--- src/rtl/tug_of_war_ctrl.sv ---
// Two-player tug-of-war game controller: arbitrates press pulses, moves a one-hot
// light across the playfield, detects round wins and keeps scores up to a match limit.
module tug_of_war_ctrl #(
    parameter int N_POS       = 9,
    parameter int WIN_SCORE   = 7,
    parameter int HOLD_CYCLES = 50
) (
    input  logic                             clk,
    input  logic                             reset,
    input  logic                             press_l,
    input  logic                             press_r,
    output logic [N_POS-1:0]                 led,
    output logic                             winner_l,
    output logic                             winner_r,
    output logic [$clog2(WIN_SCORE+1)-1:0]   score_l,
    output logic [$clog2(WIN_SCORE+1)-1:0]   score_r,
    output logic                             match_over
);

    // state  | meaning
    // PLAY   | light moves with arbitrated presses
    // HOLD_L | left won the round; indication held, presses ignored
    // HOLD_R | right won the round; indication held, presses ignored
    // OVER   | match decided; frozen until reset

    localparam int PW = (N_POS > 1) ? $clog2(N_POS) : 1;
    localparam int SW = $clog2(WIN_SCORE + 1);
    localparam int CW = (HOLD_CYCLES > 1) ? $clog2(HOLD_CYCLES) : 1;

    localparam logic [PW-1:0] CENTER    = PW'((N_POS - 1) / 2);
    localparam logic [PW-1:0] POS_LEFT  = PW'(N_POS - 1);
    localparam logic [SW-1:0] SCORE_MAX = SW'(WIN_SCORE);
    localparam logic [CW-1:0] HOLD_LOAD = CW'(HOLD_CYCLES - 1);

    typedef enum logic [1:0] {
        PLAY   = 2'd0,
        HOLD_L = 2'd1,
        HOLD_R = 2'd2,
        OVER   = 2'd3
    } state_t;

    state_t          state, state_next;
    logic [PW-1:0]   pos, pos_next;
    logic [CW-1:0]   cnt, cnt_next;
    logic [SW-1:0]   score_l_next, score_r_next;
    logic            move_l, move_r;

    always_ff @(posedge clk) begin
        if (reset) begin
            state   <= PLAY;
            pos     <= CENTER;
            cnt     <= '0;
            score_l <= '0;
            score_r <= '0;
        end else begin
            state   <= state_next;
            pos     <= pos_next;
            cnt     <= cnt_next;
            score_l <= score_l_next;
            score_r <= score_r_next;
        end
    end

    assign move_l = press_l & ~press_r;
    assign move_r = press_r & ~press_l;

    always_comb begin
        state_next   = state;
        pos_next     = pos;
        cnt_next     = cnt;
        score_l_next = score_l;
        score_r_next = score_r;
        led          = '0;
        winner_l     = 1'b0;
        winner_r     = 1'b0;
        match_over   = 1'b0;

        case (state)
            PLAY: begin
                led = {{(N_POS-1){1'b0}}, 1'b1} << pos;
                if (move_l) begin
                    if (pos == POS_LEFT) begin
                        state_next = HOLD_L;
                        cnt_next   = HOLD_LOAD;
                        if (score_l != SCORE_MAX) score_l_next = score_l + 1'b1;
                    end else begin
                        pos_next = pos + 1'b1;
                    end
                end else if (move_r) begin
                    if (pos == '0) begin
                        state_next = HOLD_R;
                        cnt_next   = HOLD_LOAD;
                        if (score_r != SCORE_MAX) score_r_next = score_r + 1'b1;
                    end else begin
                        pos_next = pos - 1'b1;
                    end
                end
            end

            HOLD_L, HOLD_R: begin
                winner_l = (state == HOLD_L);
                winner_r = (state == HOLD_R);
                if (cnt == '0) begin
                    if ((state == HOLD_L && score_l == SCORE_MAX) ||
                        (state == HOLD_R && score_r == SCORE_MAX)) begin
                        state_next = OVER;
                    end else begin
                        state_next = PLAY;
                        pos_next   = CENTER;
                    end
                end else begin
                    cnt_next = cnt - 1'b1;
                end
            end

            OVER: begin
                // Only the match winner can have reached the limit.
                winner_l   = (score_l == SCORE_MAX);
                winner_r   = (score_r == SCORE_MAX);
                match_over = 1'b1;
            end

            default: state_next = PLAY;
        endcase
    end

endmodule

--- config.mk ---
export PLATFORM = sky130hd
export DESIGN_NAME = tug_of_war_ctrl
export DESIGN_NICKNAME = d
export VERILOG_FILES = /design/src/rtl/tug_of_war_ctrl.sv
export SDC_FILE = /design/constraint.sdc
export NUM_CORES = 1
export LEC_CHECK = 0
export CAP_MARGIN = 30
export CORE_UTILIZATION = 35
export CTS_BUF_LIST = sky130_fd_sc_hd__clkbuf_2
export CTS_CLUSTER_SIZE = 12
export DETAILED_ROUTE_END_ITERATION = 8
export HOLD_SLACK_MARGIN = 0.12
export PLACE_DENSITY = 0.63
export SETUP_SLACK_MARGIN = 0.5
export SLEW_MARGIN = 15
export SYNTH_ARGS = -nofsm -noshare
export SYNTH_HDL_FRONTEND = slang
export SYNTH_SLANG_ARGS = --single-unit
--- constraint.sdc ---
create_clock -name clk -period 2.7 [get_ports clk]
set_clock_uncertainty 0.05 [all_clocks]
set_input_delay 0.81 -clock clk [delete_from_list [all_inputs] [get_ports clk]]
set_output_delay 0.81 -clock clk [all_outputs]
set_load 0.1 [all_outputs]
==> summary.txt, run 1 <==
Syn-to-layout area delta - 71.9%
fillers - 271
xor and xnor area share after synthesis - 2.76%
layout cells sized above 1 - 49.3%
part of the cycle the worst path needs - 96.6%
fin crit period - 2.61 ns
post-route setup slack - 0.0922 ns
fraction of registers with async set/reset - 0%
final hold vios - 0
Seq/Total Area, Yosys - 28.3%
register bit count reported by yosys - 18
number of DRC markers in iteration 0 - 36
post-synthesis compound-gate area fraction - 15.9%
vias in the first global route - 1,359
via count - 1,334
Post-synth top flop - dfxtp_1
Starting Density - 37.2%
largest area contributor in the netlist - dfxtp_1
initial antenna violation count - 0
Die Ht - 62.3 um
slowest CP cell - or3b_4
top post-synthesis cells by area - dfxtp_1, ha_1, nor2_1
Routed wire per std cell - 13.7 um
DR pass1 iterations - 4
most frequent cell after synthesis - nor2_1
global-route wire length before repair - 5980 um
die footprint - 3880 um2
Slew HR - 51.3%
critical path class - register to output port
Die Wd - 62.3 um
Yosys cell types - 38
count of pins over their slew limit - 0
Synth Net Count - 177
clock sinks - 18
# setup viols final - 0
post-synthesis adder-cell area fraction - 14.8%
syn_area_per_cell - 8.05 um2
RePlAce Congestion - 0.789
Max clock buf depth - 2
Max-cap violations - 0
Placement Setup Slack - -0.278 ns
status - complete, no violations
largest family of logic cells by synthesized area - simple AND/OR/NAND/NOR gates
CP peak stage delay - 0.43 ns
area of the core - 3420 um2
CP Capture Type - output port
drc violations - 0
Worst EP arrival - 1.75 ns
Required @ worst endpoint - 1.84 ns
I/O pin total - 22
Tightest Pin Transition - 0.728 ns
PD cells - 1150 nW/um2
clock-pin slew on the worst setup and hold paths - 0.18 ns
CP Cell Sequence - inv_4 > ha_4 > or3b_4 > nor3b_4 > buf_12
RSZ-0062 raised after global routing - yes
warnings from Yosys - 0
peak supply drop - 0.510 mV
Root Driver - clkbuf_2
vias per cell - 5.23
WP buf/inv - 2
Antenna Cells - 0
GRT Total Usage - 18.8%
Design Power - 2.52 mW
Lkg Pwr - 0.882 nW
crit-path max FO - 4
post-synthesis simple-gate area fraction - 28.1%
largest net degree at the start of global routing - 21
Hold Crit Class - register to register
top cells by count, synth - nor2_1, dfxtp_1, ha_1, a21oi_1
FMAX - 383 MHz
post-synthesis cell count - 158
row cnt - 21
top cell type's share of synthesized area - 28.3%
# port buffers - 21
Antenna Violating Nets Remaining - 0
total length of routed wires - 3500 um
CTS HTree Levels - 1
cts bufs inserted - 3
Final #Nets - 229
clk_lat worst skew - 0.30 ns
Post-synth EDFFs - 0
critical path launch point type - register
post-DP HPWL - 2340 um
synthesized area - 1270 um2
grt total ovfl - 0
delay-heaviest family, CP - simple AND/OR/NAND/NOR gates
mux cell area share after synthesis - 4.72%
CTS tree - built
## timing repair
action,CTS,global route
setup buffers,13,5
endpoints found under the setup margin,26,21
pin swaps,5,7
hold buffers,0,0
resized for setup,31,7
gates cloned,0,0
## worst reg2reg max path, delay by kind of cell (launching register included)
kind / cells / cell delay (ns)
and+or+nand+nor: 4 / 1.18
DFF: 1 / 0.40
buffers and inverters: 3 / 0.33
AOI/OAI and AO/OA: 1 / 0.14
adders and majority gates: 1 / 0.12
## path summary, 6_finish.rpt
path                               start     end  slack [ns]  cells past startpoint
worst max-delay path            state[1]  led[8]        0.09                      5
worst min-delay path              cnt[0]  cnt[0]        0.41                      1
worst max register to register  state[1]  pos[1]        0.41                      9
worst min register to register    cnt[0]  cnt[0]        0.41                      1
## per-layer routing
metal | global-route usage, % | share of wire (%)
met5 | 0 | 0
met2 | 36.4 | 55
met1 | 21.2 | 41
met4 | 5.52 | 0.80
met3 | 2.39 | 3.3
## layout make-up
type                       instances  area [um2]  area share [%]
multi-input combinational        123        1110            51.0
inverter                           8        38.8            1.77
clock buffer                       3        15.0           0.687
tap                               46        57.6            2.63
sequential                        18         377            17.2
clock inverter                     1        3.75           0.172
timing repair buffer              56         579            26.5
## cells by family after synthesis
kind of cell	after synthesis
mux	6
compound gates	30
fa+ha+maj	15
simple gates	68
xor+xnor	4
buf+inv	17
flops	18
## through the flow
step | instance area (um2) | cells | util [%] | TNS (ns) | hold WS, ns
floorplan | 1460 | 158 | - | -0.230 | 0.368
global placement | 1890 | 233 | 55.3 | -1.72 | 0.380
detailed placement | 1890 | 233 | 55.3 | -2.22 | 0.391
CTS | 2110 | 250 | 61.9 | 0 | 0.413
global route | 2190 | 255 | 64.0 | 0 | 0.455
finish | 2190 | 255 | 64.0 | 0 | 0.411
## state kept, by name, indices dropped and copies added, names as in the netlist
signal / flops
cnt: 6
pos: 4
score_l: 3
score_r: 3
state: 2
## cells in the final DEF (no fill, tap or decap), types with 2 or more instances in the layout
cell | netlist | routed
nand2b_4 | 0 | 2
xor2_1 | 2 | 2
nor3_1 | 6 | 2
nor2b_1 | 3 | 3
dfxtp_1 | 18 | 11
a21o_1 | 2 | 2
or3_1 | 4 | 4
and3_1 | 3 | 2
mux2i_1 | 6 | 6
a211oi_1 | 2 | 2
buf_12 | 0 | 12
o21ai_2 | 0 | 2
clkbuf_2 | 1 | 4
nor3_4 | 0 | 3
nand3_2 | 0 | 3
nor2_4 | 0 | 2
o21a_1 | 2 | 2
ha_1 | 15 | 6
inv_1 | 8 | 4
nand3b_1 | 4 | 4
buf_4 | 0 | 38
dfxtp_2 | 0 | 4
buf_6 | 0 | 3
ha_4 | 0 | 9
nor2_1 | 23 | 20
nand2_1 | 3 | 2
nand3_1 | 7 | 3
o21ai_0 | 6 | 4
a21oi_1 | 9 | 8
inv_4 | 0 | 2
nand2b_1 | 8 | 6
dfxtp_4 | 0 | 3
xnor2_1 | 2 | 2
## report_power, final
| group | switching, mW | leakage [nW] | total (mW) | internal, mW |
|---|---|---|---|---|
| combinational | 1.09 | 0.718 | 1.96 | 0.866 |
| sequential | 0.0981 | 0.150 | 0.439 | 0.341 |
| clock | 0.0867 | 0.0140 | 0.119 | 0.0322 |
Power figures use the tool's default switching activity.
==> run 2, diff against run 1 <==
Settings changed: CORE_ASPECT_RATIO set to 1.4.
Clock period 2.7 ns to 3.2 ns, I/O delays scaled along.
==> summary.txt, run 2 (synthesis results as in run 1) <==
status - complete, no violations (unchanged)
WP buf/inv - 2 (unchanged)
largest net degree at the start of global routing - 21 (unchanged)
Root Driver - clkbuf_2 (unchanged)
Regs by FF count - cnt (6), pos (4) (unchanged)
initial antenna violation count - 0 (unchanged)
CTS Hold Buffers Added - 0 (unchanged)
GRT Total Usage - 17.6% (was 18.8%)
CP Capture Type - output port (unchanged)
grt total ovfl - 0 (unchanged)
fin crit period - 2.73 ns
number of DRC markers in iteration 0 - 20 (was 36)
CTS tree - built (unchanged)
commonest non-fill, non-tap cell in the layout - buf_4 (unchanged)
WHS - 0.409 ns (was 0.411 ns)
CP Cell Sequence - inv_4 > ha_4 > or3b_4 > nor3b_4 > buf_12 (unchanged)
total length of routed wires - 3000 um (was 3500 um)
Max clock buf depth - 2 (unchanged)
critical path launch point type - register (unchanged)
Final Cell Area - 1850 um2 (was 2190 um2)
vias per cell - 5.44 (was 5.23)
Final #Nets - 207 (was 229)
RePlAce Congestion - 0.893 (was 0.789)
peak supply drop - 0.910 mV (was 0.510 mV)
Die Ht - 73.3 um (was 62.3 um)
count of pins over their slew limit - 0 (unchanged)
final setup TNS - 0 ns (unchanged)
# port buffers - 21 (unchanged)
Slew HR - 53.2% (was 51.3%)
critical path class - register to output port (unchanged)
Routed wire per std cell - 13.3 um (was 13.7 um)
# setup viols final - 0 (unchanged)
final hold vios - 0 (unchanged)
I/O pin total - 22 (unchanged)
most frequent cells in the layout - buf_4, nor2_1, ha_1, dfxtp_1, nand2b_1 (was buf_4, nor2_1, buf_12, dfxtp_1, ha_4)
die footprint - 3880 um2 (about the same)
clock-pin slew on the worst setup and hold paths - 0.16 ns (was 0.18 ns)
Syn-to-layout area delta - 45.4% (was 71.9%)
slowest CP cell - or3b_4 (unchanged)
row cnt - 25 (was 21)
crit-path max FO - 4 (unchanged)
max FFs per register - 6 (unchanged)
layout cells sized above 1 - 38.7% (was 49.3%)
drc violations - 0 (unchanged)
PD cells - 998 nW/um2 (was 1150 nW/um2)
CP peak stage delay - 0.43 ns (about the same)
DR pass1 iterations - 4 (unchanged)
post-DP HPWL - 2290 um (was 2340 um)
Starting Density - 37.3% (was 37.2%)
Required @ worst endpoint - 2.19 ns (was 1.84 ns)
setup slack, reg-to-reg - 0.94 ns (was 0.41 ns)
Die Wd - 52.9 um (was 62.3 um)
FMAX - 367 MHz
Lkg Pwr - 0.769 nW (was 0.882 nW)
via count - 1,230 (was 1,334)
delay-heaviest family, CP - simple AND/OR/NAND/NOR gates (unchanged)
vias in the first global route - 1,212 (was 1,359)
part of the cycle the worst path needs - 85.2%
Antenna Cells - 0 (unchanged)
Largest Register - cnt (unchanged)
clock sinks - 18 (unchanged)
Antenna Violating Nets Remaining - 0 (unchanged)
clk_lat worst skew - 0.30 ns (about the same)
Worst EP arrival - 1.72 ns (was 1.75 ns)
area of the core - 3410 um2 (was 3420 um2)
CTS HTree Levels - 1 (unchanged)
Hold Crit Class - register to register (unchanged)
DP Area - 1670 um2 (was 1890 um2)
RSZ-0062 raised after global routing - yes (unchanged)
cts bufs inserted - 3 (unchanged)
Tightest Pin Transition - 0.699 ns (was 0.728 ns)
Max-cap violations - 0 (unchanged)
global-route wire length before repair - 5200 um (was 5980 um)
==> run 2: per-layer routing <==
metal | GRT usage, % | vias up | part of all wire [%]
met2 | 32.8 | 32 | 56
met3 | 1.66 | 4 | 3.2
li1 | - | 614 | -
met4 | 7.31 | 0 | 1.0
met5 | 0 | - | 0
met1 | 19.7 | 580 | 40
==> run 2: what timing repair did <==
| action | CTS | global route |
|---|---|---|
| pin swaps | 3 | 7 |
| cloned | 0 | 0 |
| setup buffers | 7 | 1 |
| resized for setup | 12 | 16 |
| setup endpoints to repair | 11 | 14 |
==> run 2: power breakdown <==
part	switching, mW	internal [mW]
sequential	0.114	0.288
clock	0.0662	0.0256
combinational	0.803	0.547
total	0.983	0.861
==> run 2: final cells by class <==
type	instances	area, um2
Sequential cell	18	377
Timing Repair Buffer	34	352
Fill cell	304	1560
Clock buffer	3	15.0
Multi-Input combinational cell	123	1020
Tap cell	40	50.0
Inverter	8	35.0
==> run 2: worst paths after layout <==
check | endpoint | from | depth (start not counted)
max | led[8] | state[1] | 5
min reg2reg | cnt[0] | cnt[0] | 1
max reg2reg | pos[1] | state[1] | 8
min | cnt[0] | cnt[0] | 1
==> run 2: per-stage QoR <==
step / std cells / setup slack (ns) / util, % / power, mW
after CTS: 225 / 0.442 / 51.9 / 1.80
after global routing: 226 / 0.410 / 54.2 / 1.97
final: 226 / 0.475 / 54.2 / 1.84
after global placement: 215 / 0.0810 / 48.8 / 1.59
after floorplan: 158 / 0.252 / - / 1.33
after detailed placement: 215 / 0.00993 / 48.8 / 1.61
